**src/rtl/kb_pkg.sv**
```systemverilog
// Shared types and constants for the keyboard character FIFO.
// Capture FSM encoding, carriage-return code and printable-flag position.
package kb_pkg;

  typedef enum logic [2:0] {
    ST_IDLE   = 3'd0,
    ST_SETTLE = 3'd1,
    ST_TAKE   = 3'd2,
    ST_ACK    = 3'd3,
    ST_DRAIN  = 3'd4
  } kb_state_e;

  localparam logic [7:0] ASCII_CR  = 8'h0D;
  localparam int         PRINT_BIT = 15;

  function automatic logic is_cr(input logic [7:0] c);
    return c == ASCII_CR;
  endfunction

endpackage

```
**src/rtl/kb_sync_fifo.sv**
```systemverilog
// Synchronous show-ahead character FIFO.
// Full is judged before a same-cycle pop, so a write into a full FIFO is refused.
module kb_sync_fifo #(
  parameter int DEPTH = 16,
  localparam int AW = $clog2(DEPTH),
  localparam int CW = AW + 1
) (
  input  logic          clk,
  input  logic          rst,
  input  logic          wr_en,
  input  logic [7:0]    wr_data,
  input  logic          rd_en,
  output logic [7:0]    rd_data,
  output logic          wr_ok,
  output logic          rd_ok,
  output logic          empty,
  output logic          full,
  output logic [CW-1:0] count
);

  logic [7:0]    mem_q [DEPTH];
  logic [AW-1:0] wr_ptr_q, wr_ptr_d;
  logic [AW-1:0] rd_ptr_q, rd_ptr_d;
  logic [CW-1:0] count_q, count_d;
  logic          full_q, full_d;
  logic          empty_q, empty_d;

  always_comb begin
    wr_ok    = wr_en & ~full_q;
    rd_ok    = rd_en & ~empty_q;
    wr_ptr_d = wr_ptr_q + AW'(wr_ok);
    rd_ptr_d = rd_ptr_q + AW'(rd_ok);
    count_d  = count_q + CW'(wr_ok) - CW'(rd_ok);
    full_d   = count_d == CW'(DEPTH);
    empty_d  = count_d == '0;
  end

  always_ff @(posedge clk) begin
    if (rst) begin
      wr_ptr_q <= '0;
      rd_ptr_q <= '0;
      count_q  <= '0;
      full_q   <= 1'b0;
      empty_q  <= 1'b1;
    end else begin
      wr_ptr_q <= wr_ptr_d;
      rd_ptr_q <= rd_ptr_d;
      count_q  <= count_d;
      full_q   <= full_d;
      empty_q  <= empty_d;
    end
  end

  // Storage is deliberately left out of reset.
  always_ff @(posedge clk) begin
    if (wr_ok) mem_q[wr_ptr_q] <= wr_data;
  end

  assign rd_data = mem_q[rd_ptr_q];
  assign empty   = empty_q;
  assign full    = full_q;
  assign count   = count_q;

endmodule

```
**src/rtl/kb_char_fifo.sv**
```systemverilog
// Keyboard decoder capture front-end feeding a character FIFO.
// Each pending decoder code is sampled once, acknowledged with kb_rdn, then drained.
module kb_char_fifo
  import kb_pkg::*;
#(
  parameter int DEPTH  = 16,
  parameter int SETTLE = 2,
  localparam int CW = $clog2(DEPTH) + 1
) (
  input  logic          clk,
  input  logic          rst,
  input  logic          kb_ready,
  input  logic [15:0]   kb_ascii,
  output logic          kb_rdn,
  input  logic          rd_en,
  output logic [7:0]    rd_data,
  output logic          empty,
  output logic          full,
  output logic [CW-1:0] count,
  output logic [CW-1:0] line_cnt,
  output logic          overflow
);

  localparam int SW = (SETTLE > 1) ? $clog2(SETTLE) : 1;

  kb_state_e     state_q, state_d;
  logic [SW-1:0] settle_q, settle_d;
  logic [CW-1:0] line_q, line_d;
  logic          overflow_q, overflow_d;
  logic          wr_req;
  logic          wr_ok;
  logic          rd_ok;
  logic          unused_hi;

  assign unused_hi = ^kb_ascii[14:8];

  always_ff @(posedge clk) begin
    if (rst) begin
      state_q  <= ST_IDLE;
      settle_q <= '0;
    end else begin
      state_q  <= state_d;
      settle_q <= settle_d;
    end
  end

  always_comb begin
    state_d  = state_q;
    settle_d = settle_q;
    unique case (state_q)
      ST_IDLE: begin
        if (kb_ready) begin
          state_d  = ST_SETTLE;
          settle_d = '0;
        end
      end
      ST_SETTLE: begin
        if (!kb_ready)
          state_d = ST_IDLE;
        else if (settle_q == SW'(SETTLE - 1))
          state_d = ST_TAKE;
        else
          settle_d = settle_q + 1'b1;
      end
      ST_TAKE:  state_d = ST_ACK;
      ST_ACK:   state_d = ST_DRAIN;
      ST_DRAIN: if (!kb_ready) state_d = ST_IDLE;
      default:  state_d = ST_IDLE;
    endcase
  end

  always_comb begin
    kb_rdn = state_q != ST_ACK;
    wr_req = (state_q == ST_TAKE)
           & kb_ascii[PRINT_BIT]
           & (|kb_ascii[7:0]);
  end

  kb_sync_fifo #(
    .DEPTH(DEPTH)
  ) u_fifo (
    .clk    (clk),
    .rst    (rst),
    .wr_en  (wr_req),
    .wr_data(kb_ascii[7:0]),
    .rd_en  (rd_en),
    .rd_data(rd_data),
    .wr_ok  (wr_ok),
    .rd_ok  (rd_ok),
    .empty  (empty),
    .full   (full),
    .count  (count)
  );

  // A CR written and popped in the same cycle cancels out.
  always_comb begin
    overflow_d = overflow_q | (wr_req & full);
    line_d     = line_q
               + CW'(wr_ok & is_cr(kb_ascii[7:0]))
               - CW'(rd_ok & is_cr(rd_data));
  end

  always_ff @(posedge clk) begin
    if (rst) begin
      line_q     <= '0;
      overflow_q <= 1'b0;
    end else begin
      line_q     <= line_d;
      overflow_q <= overflow_d;
    end
  end

  assign line_cnt = line_q;
  assign overflow = overflow_q;

endmodule

```
**config.mk**
```make
export PLATFORM = sky130hd
export DESIGN_NAME = kb_char_fifo
export DESIGN_NICKNAME = d
export VERILOG_FILES = /design/src/rtl/kb_pkg.sv /design/src/rtl/kb_sync_fifo.sv /design/src/rtl/kb_char_fifo.sv
export SDC_FILE = /design/constraint.sdc
export NUM_CORES = 1
export LEC_CHECK = 0
export BUFFER_PORTS_ARGS = -buffer_cell sky130_fd_sc_hd__clkbuf_2
export CAP_MARGIN = 0
export CORE_MARGIN = 2
export CORE_UTILIZATION = 55
export CTS_CLUSTER_DIAMETER = 40
export DETAILED_ROUTE_END_ITERATION = 12
export PLACE_DENSITY = 0.7
export SLEW_MARGIN = 10
export SYNTH_ARGS = -nofsm -noshare
export SYNTH_HDL_FRONTEND = slang
export SYNTH_SLANG_ARGS = --single-unit
```
**constraint.sdc**
```tcl
create_clock -name clk -period 6.27 [get_ports clk]
set_input_delay 0 -clock clk [delete_from_list [all_inputs] [get_ports clk]]
set_output_delay 0 -clock clk [all_outputs]
set_load 0.02 [all_outputs]
```
Word-level counts from Yosys, hierarchy flattened
Memory sizes are Yosys's and may differ from the RTL's. A register that Yosys moved wholly into a read port is not among the register bits.
Cells that the tools add are included.
{"block": "classes", "add_sub_neg": 7, "multipliers": 0, "div_mod_pow": 0, "order_cmp": 0, "n_eq_ne": 12, "n_shift": 0, "n_mux": 12, "n_bitwise": 10, "reduce_logical": 6}
{"cell": "8-bit by 4-bit == test with 1-bit output, second input constant", "n": 2}
{"cell": "3-bit case mux with 5 select lines", "n": 1}
{"cell": "3-bit 2-to-1 mux", "n": 4}
{"cell": "5-bit by 1-bit adder with 5-bit output", "n": 2}
{"cell": "5-bit by 1-bit subtractor with 5-bit output", "n": 2}
{"cell": "4-bit by 1-bit adder with 4-bit output", "n": 2}
{"cell": "8-bit OR reduction", "n": 1}
{"cell": "1-bit bitwise AND", "n": 7}
{"cell": "3-bit by 2-bit == test with 1-bit output, second input constant", "n": 2}
{"cell": "2-bit inequality test, second input constant", "n": 3}
{"cell": "3-bit AND reduction", "n": 2}
{"cell": "5-bit == test, second input constant", "n": 1}
{"cell": "5-bit zero test", "n": 1}
{"cell": "1-bit 2-to-1 mux", "n": 5}
{"cell": "4-bit 2-to-1 mux", "n": 1}
{"cell": "3-bit by 1-bit == test with 1-bit output, second input constant", "n": 1}
{"cell": "3-bit == test, second input constant", "n": 1}
{"cell": "3-bit zero test", "n": 1}
{"cell": "3-bit by 2-bit inequality test with 1-bit output, second input constant", "n": 1}
{"cell": "3-bit inequality test, second input constant", "n": 1}
{"cell": "1-bit inverter", "n": 2}
{"cell": "1-bit case mux with 2 select lines", "n": 1}
{"cell": "2-bit nonzero test", "n": 1}
{"cell": "1-bit adder, second input constant", "n": 1}
{"cell": "1-bit OR", "n": 1}
{"block": "word_totals", "register_bits": 25, "latchBits": 0, "ram_bits": 128, "rom_bits": 0, "in_bits": 20, "output_inout_bits": 22, "word_cells": 57, "memories": 1}
{"name": "u_fifo.mem_q", "depth": 16, "width": 8, "rd": 1, "rd_ports_with_merged_regs": 1, "wr": 1, "line_no": "kb_sync_fifo.sv:21", "source": "logic [7:0] mem_q [DEPTH];"}

Depth between registers and ports, before layout
Gate-level depths: netlist (run 1).
{"block": "depth", "depth_word": 7, "depth_mapped": 18, "depth_no_buf": 15}

Cells and area by module
Synthesis (run 1) repeated with hierarchy kept, for this count alone.
{"block": "hier_totals", "hier_cells": 358, "hier_area_um2": 6241.0}
{"module": "kb_sync_fifo", "n_inst": 1, "cells_each": 291, "area_each_um2": 5646.7, "seq_area_each_um2": 4144.0}
{"module": "kb_char_fifo", "n_inst": 1, "cells_each": 67, "area_each_um2": 594.3, "seq_area_each_um2": 200.2}

Worst setup path after synthesis (run 1)
OpenSTA, ideal clock, no wires.
{"block": "synth_path", "kind": "register -> register", "startpoint": "register u_fifo.rd_ptr_q[0] (netlist name)", "endpoint": "register line_q[4], in the netlist line_cnt[4]", "setup_ns": 0.128, "arrival_ns": 3.331, "required_time_ns": 6.142, "setup_slack_ns": 2.812, "path_stages_with_launch": 18, "n_path_buf": 3, "synth_period_minus_slack_ns": 3.458, "cell_sequence": "dfxtp_1 > buf_6 > buf_12 > buf_12 > mux4_1 > a22oi_1 > o21ai_0 > nor4_2 > ha_1 > inv_1 > ha_1 > inv_1 > fa_1 > inv_1 > a21o_1 > a21oi_1 > xnor2_1 > nor2_1"}
{"element": "end signal, assigned", "line_no": "kb_char_fifo.sv:108", "source": "line_q <= line_d;"}
{"element": "end, declared", "line_no": "kb_char_fifo.sv:28", "source": "logic [CW-1:0] line_q, line_d;"}

==> results of run 1 <==
[synth_stat cells (2+ instances only)]
library cell	number	area share
nand3b_1	4	0.0047
o21ai_0	2	0.0016
ha_1	14	0.028
nand4bb_1	2	0.0036
nand2b_1	2	0.0020
mux4_2	3	0.011
nor3_1	6	0.0047
inv_1	16	0.0095
and3_1	2	0.0020
xor2_1	6	0.0083
and2_1	3	0.0030
dfxtp_1	25	0.079
mux2i_1	6	0.0095
a21oi_1	7	0.0055
nand3_1	4	0.0032
nor2b_1	13	0.013
buf_4	3	0.0036
buf_12	2	0.0063
xnor2_1	6	0.0083
a21o_1	5	0.0059
nor2_1	29	0.017
mux4_1	28	0.12
fa_1	2	0.0063
edfxtp_1	128	0.61
nand2_1	6	0.0036
a31oi_1	2	0.0020
clkbuf_1	5	0.0030
a22oi_1	10	0.012
[layout make-up]
cell class,instances,area (um2),area share
clock inverter,15,161,0.0224
inverter,16,60.1,0.00835
timing repair buffer,39,210,0.0292
clock buffer,17,425,0.0591
multi-input combinational,173,1810,0.252
sequential,153,4350,0.604
tap,143,179,0.0249
[cells by family after synthesis]
kind of cell / count (synthesis)
and+or+nand+nor: 77
muxes: 38
adders and majority gates: 16
xor gates and xnor gates: 12
DFF: 153
AOI/OAI and AO/OA: 30
buffers and inverters: 29
[per-layer routing]
| layer | global-route usage | routed length [um] |
|---|---|---|
| met1 | 0.284 | 5100 |
| met2 | 0.330 | 5760 |
| met3 | 0.0580 | 731 |
| met4 | 0.0626 | 112 |
| met5 | 0 | 0 |
[report_power, final]
group,internal (uW),switching (uW)
clock,595,414
sequential,1120,47.8
combinational,140,142
total,1860,604
[stage by stage]
| stage | hold WS (ps) | cells | setup slack, ps | utilization | power (uW) |
|---|---|---|---|---|---|
| finish | 24.4 | 556 | 1940 | 0.635 | 2460 |
| global route | 25.4 | 556 | 1590 | 0.635 | 2550 |
| CTS | 12.9 | 556 | 1940 | 0.635 | 2480 |
| detailed placement | 284 | 523 | 1990 | 0.583 | 1470 |
| global placement | 278 | 523 | 2050 | 0.583 | 1470 |
| floorplan | 71.6 | 355 | 2810 | - | 1410 |
[state kept, by name (all words and copies together) (netlist names)]
| register | cells |
|---|---|
| line_cnt | 5 |
| overflow | 1 |
| settle_q | 1 |
| state_q | 3 |
| u_fifo.count | 5 |
| u_fifo.empty | 1 |
| u_fifo.full | 1 |
| u_fifo.mem_q | 128 |
| u_fifo.rd_ptr_q | 4 |
| u_fifo.wr_ptr_q | 4 |
[worst max-delay path: stages, from the launching register on]
cell	delay, ps
dfxtp_2	1070
mux4_1	660
o22ai_1	220
a31oi_1	80
a221oi_1	600
nor4_2	120
ha_1	320
inv_1	60
ha_1	160
inv_1	50
fa_1	400
inv_1	80
a21o_1	120
a21oi_1	70
xnor2_1	150
nor2_1	50
[worst max path at each step]
stage,start,endpoint,slack [ps],cells past startpoint
6_report,u_fifo.rd_ptr_q[0],line_cnt[4],1940,15
5_1_grt,u_fifo.rd_ptr_q[0],line_cnt[4],1590,15
4_1_cts,u_fifo.rd_ptr_q[0],line_cnt[4],1940,15
3_5_place_dp,u_fifo.rd_ptr_q[0],line_cnt[4],1990,15
3_3_place_gp,u_fifo.rd_ptr_q[0],line_cnt[4],2050,15
2_1_floorplan,u_fifo.rd_ptr_q[0],line_cnt[4],2810,17
[placed cells by master, fill, tap and decap left out, drive strengths merged, types with 11 or more instances in the layout]
cell type,n
mux4,31
edfxtp,128
dfxtp,25
nor2b,13
nor2,29
ha,14
clkbuf,51
a22oi,11
inv,24
==> results.sh, run 1 <==
export IMPL_final_area_mm2=0.00719
export IMPL_fin_tns_setup_ps=0
export IMPL_ios=42
export IMPL_crit_fanout=34
export IMPL_routed_wl_um=11700
export IMPL_rsz0062_at_grt="no"
export IMPL_grt_max_degree=35
export IMPL_drt_iter0_drc=365
export IMPL_hold_viol_final=0
export IMPL_synth_compound_area_frac=0.0326
export IMPL_port_buffers=34
export IMPL_pwr_density_cell_mw_per_mm2=342
export IMPL_clock_path_buffers=2
export IMPL_viasPerCell=5.83
export IMPL_antenna_left=0
export IMPL_start_kind="flip-flop"
export IMPL_power_leakage_uw=0.00253
export IMPL_synth_ff_type="edfxtp_1"
export IMPL_r2r_start="u_fifo.rd_ptr_q[0]"
export IMPL_min_period_over_period=0.691
export IMPL_row_count=39
export IMPL_antenna_cells=0
export IMPL_layout_nets=436
export IMPL_finalCriticalPeriod_ps=4330
export IMPL_required_ps=6560
export IMPL_synthAdderAreaFrac=0.0340
export IMPL_drt_wirelength_per_cell_um=21.0
export IMPL_core_mm2=0.0113
export IMPL_numCtsBuffers=17
export IMPL_syn_area_mm2=0.00633
export IMPL_ir_worst_vdd_v=0.000186
export IMPL_path_class="flip-flop to flip-flop"
export IMPL_overflow=0
export IMPL_num_vias=3241
export IMPL_grtUsageTotal=0.208
export IMPL_r2r_slack_ps=1940
export IMPL_cts_hold_buf=1
export IMPL_die_y_um=111
export IMPL_synth_area_per_cell_um2=17.8
export IMPL_status="finished clean"
export IMPL_rr_worst_depth=15
export IMPL_clock_latency_ps=420
export IMPL_syn_inst=355
export IMPL_cts_sinks=153
export IMPL_antenna_found_initial=0
export IMPL_first_global_vias=3353
export IMPL_synth_simple_gate_area_frac=0.0647
export IMPL_drive_above_1_share=0.191
export IMPL_drc=0
export IMPL_final_max_slew_violation_count=0
export IMPL_finalSetupViolCount=0
export IMPL_firstDrtPassIters=5
export IMPL_worst_slew_pin_slew_ps=1110
export IMPL_hold_depth=1
export IMPL_start_util=0.559
export IMPL_die_width_um=111
export IMPL_cts_max_level=4
export IMPL_synth_top_family_by_area="multiplexers"
export IMPL_synth_nets=391
export IMPL_maxSlewHeadroom=0.261
export IMPL_gp_routability_congestion=0.765
export IMPL_cts_resized=0
export IMPL_placed_area_mm2=0.00660
export IMPL_area_growth_pct=13.7
export IMPL_synthMuxAreaShare=0.138
export IMPL_yosys_warnings=0
export IMPL_finalClockSkew_ps=16.7
export IMPL_max_freq_mhz=231
export IMPL_postCtsSetupBuffers=0
export IMPL_die_area_mm2=0.0124
export IMPL_cts_clk_slew_worst_paths_ps=60
export IMPL_synth_cell_types=42
export IMPL_ys_seq_area_frac=0.687
export IMPL_nFillCells=811
export IMPL_cp_arrival_ps=4620
export IMPL_hold_class="input pin to flip-flop"
export IMPL_root_buffer="clkbuf_16"
export IMPL_ys_ff_latch=153
export IMPL_synth_edff_count=128
export IMPL_grt_pass1_wl_um=18600
export IMPL_postSynth_asyncResetShare=0
export IMPL_hold_path_end="u_fifo.mem_q[2][7]"
export IMPL_maxCapViolCount=0
export IMPL_hold_start="kb_ascii[7]"
export IMPL_cts_tree="yes"
export IMPL_endpoint_kind="flip-flop"
export IMPL_synthXorXnorAreaFrac=0.0166
export IMPL_dp_hpwl_um=7160
export IMPL_r2r_end="line_cnt[4]"
Power figures use the tool's default switching activity.
==> inputs of run 2 (changes only) <==
Settings changed: CORE_UTILIZATION 55 to 54, PLACE_DENSITY 0.7 to 0.72.
Clock period 6.27 ns to 3.92 ns, I/O delays scaled along.
==> run 2 against run 1 <==
  * First-iteration DRC count decreased by 6.3%
  * Global-route usage decreased by 0.62 points
  * Design area increased by 0.14%
  * Wire length increased by 2.1%
  * Sequential power increased by 56%
  * Hold slack got worse by 11 ps
==> results.sh, run 2 (same netlist as run 1, synthesis figures left out) <==
export IMPL_cp_cell_sequence="buf_4 > mux4_1 > a22oi_1 > nand2_1 > nand4bb_1 > nor4_2 > ha_1 > inv_1 > ha_1 > inv_1 > fa_1 > inv_1 > a21o_1 > a21oi_1 > xnor2_1 > nor2_1"
export IMPL_finalClockSkew_ps=14.1
export IMPL_fin_tns_setup_ps=0
export IMPL_crit_fanout=13
export IMPL_pwr_density_cell_mw_per_mm2=527
export IMPL_cp_common_cell="inv_1"
export IMPL_cp_slowest_cell="mux4_1"
export IMPL_dp_hpwl_um=7420
export IMPL_drc=0
export IMPL_postCtsSetupBuffers=0
export IMPL_max_freq_mhz=280
export IMPL_antenna_cells=0
export IMPL_antenna_found_initial=0
export IMPL_antenna_left=0
export IMPL_worst_slew_pin_slew_ps=1030
export IMPL_drt_wirelength_per_cell_um=21.3
export IMPL_rsz0062_at_grt="no"
export IMPL_placed_area_mm2=0.00667
export IMPL_layout_common_cells="128 x edfxtp_1, 34 x clkbuf_2, 29 x nor2_1"
export IMPL_fin_util=0.631
export IMPL_finalSetupViolCount=0
export IMPL_final_common_cell="edfxtp_1"
export IMPL_root_buffer="clkbuf_16"
export IMPL_start_util=0.554
export IMPL_final_max_slew_violation_count=0
export IMPL_grt_max_degree=32
export IMPL_firstDrtPassIters=5
export IMPL_gp_routability_congestion=0.771
export IMPL_num_vias=3245
export IMPL_area_growth_pct=13.8
export IMPL_required_ps=4200
export IMPL_row_count=39
export IMPL_hold_viol_final=0
export IMPL_grtUsageTotal=0.201
export IMPL_ir_worst_vdd_v=0.000296
export IMPL_die_width_um=112
export IMPL_numCtsBuffers=17
export IMPL_maxSlewHeadroom=0.309
export IMPL_die_area_mm2=0.0126
export IMPL_cts_clk_slew_worst_paths_ps=60
export IMPL_power_leakage_uw=0.00253
export IMPL_cts_hold_buf=1
export IMPL_clock_path_buffers=2
export IMPL_cts_max_level=4
export IMPL_cp_arrival_ps=3850
export IMPL_drive_above_1_share=0.193
export IMPL_endpoint_kind="flip-flop"
export IMPL_overflow=0
export IMPL_status="finished clean"
export IMPL_final_area_mm2=0.00720
export IMPL_min_period_over_period=0.912
export IMPL_start_kind="flip-flop"
export IMPL_viasPerCell=5.77
export IMPL_layout_nets=442
export IMPL_cp_top_family="adder cells"
export IMPL_worst_path_buf_inv=4
export IMPL_cts_sinks=153
export IMPL_die_y_um=112
export IMPL_routed_wl_um=11900
export IMPL_core_mm2=0.0114
export IMPL_maxCapViolCount=0
export IMPL_cts_tree="yes"
export IMPL_path_class="flip-flop to flip-flop"
export IMPL_finalCriticalPeriod_ps=3580
export IMPL_largest_reg_flops=128
export IMPL_crit_cells=16
export IMPL_port_buffers=34
export IMPL_top_register="u_fifo.mem_q"
export IMPL_drt_iter0_drc=342
export IMPL_hold_class="input pin to flip-flop"
export IMPL_hold_depth=1
export IMPL_crit_path_max_incr_delay_ps=580
export IMPL_rr_worst_depth=16
export IMPL_clock_latency_ps=410
export IMPL_cts_resized=0
export IMPL_grt_pass1_wl_um=18400
export IMPL_ios=42
export IMPL_first_global_vias=3217
run 2: path summary, 6_finish.rpt:
| check | from | to | slack (ps) |
|---|---|---|---|
| hold / removal | kb_ascii[7] | u_fifo.mem_q[2][7] | 10 |
| setup reg to reg | u_fifo.rd_ptr_q[0] | line_cnt[4] | 340 |
| hold reg to reg | settle_q | settle_q | 530 |
| setup / recovery | u_fifo.rd_ptr_q[0] | line_cnt[4] | 340 |
run 2: stage by stage:
stage	std cells	hold WS [ps]	setup slack [ps]	power (uW)
6_report	562	13.5	344	3790
5_1_grt	562	23.7	43.1	3940
4_1_cts	562	5.14	300	3820
3_5_place_dp	529	281	329	2380
3_3_place_gp	529	273	309	2370
2_1_floorplan	355	71.6	462	2250
run 2: layout make-up:
type | count | area (um2)
well taps | 143 | 179
flip-flops and latches | 153 | 4350
clock buffers | 19 | 433
inverters | 16 | 60.1
fillers | 805 | 4220
repair buffers | 45 | 280
multi-input cells | 173 | 1810
clock inverters | 13 | 95.1
run 2: report_power, final:
part / internal [uW] / switching, uW / leakage, uW
Sequential: 1790 / 24.7 / 0.00135
Combinational: 243 / 286 / 0.000917
Clock: 813 / 633 / 0.000256
run 2: layer usage:
layer,GRT usage,vias to the layer above,part of all wire
li1,-,1507,-
met1,0.274,1613,0.43
met2,0.316,101,0.49
met3,0.0524,24,0.059
met4,0.0789,0,0.025
met5,0,-,0
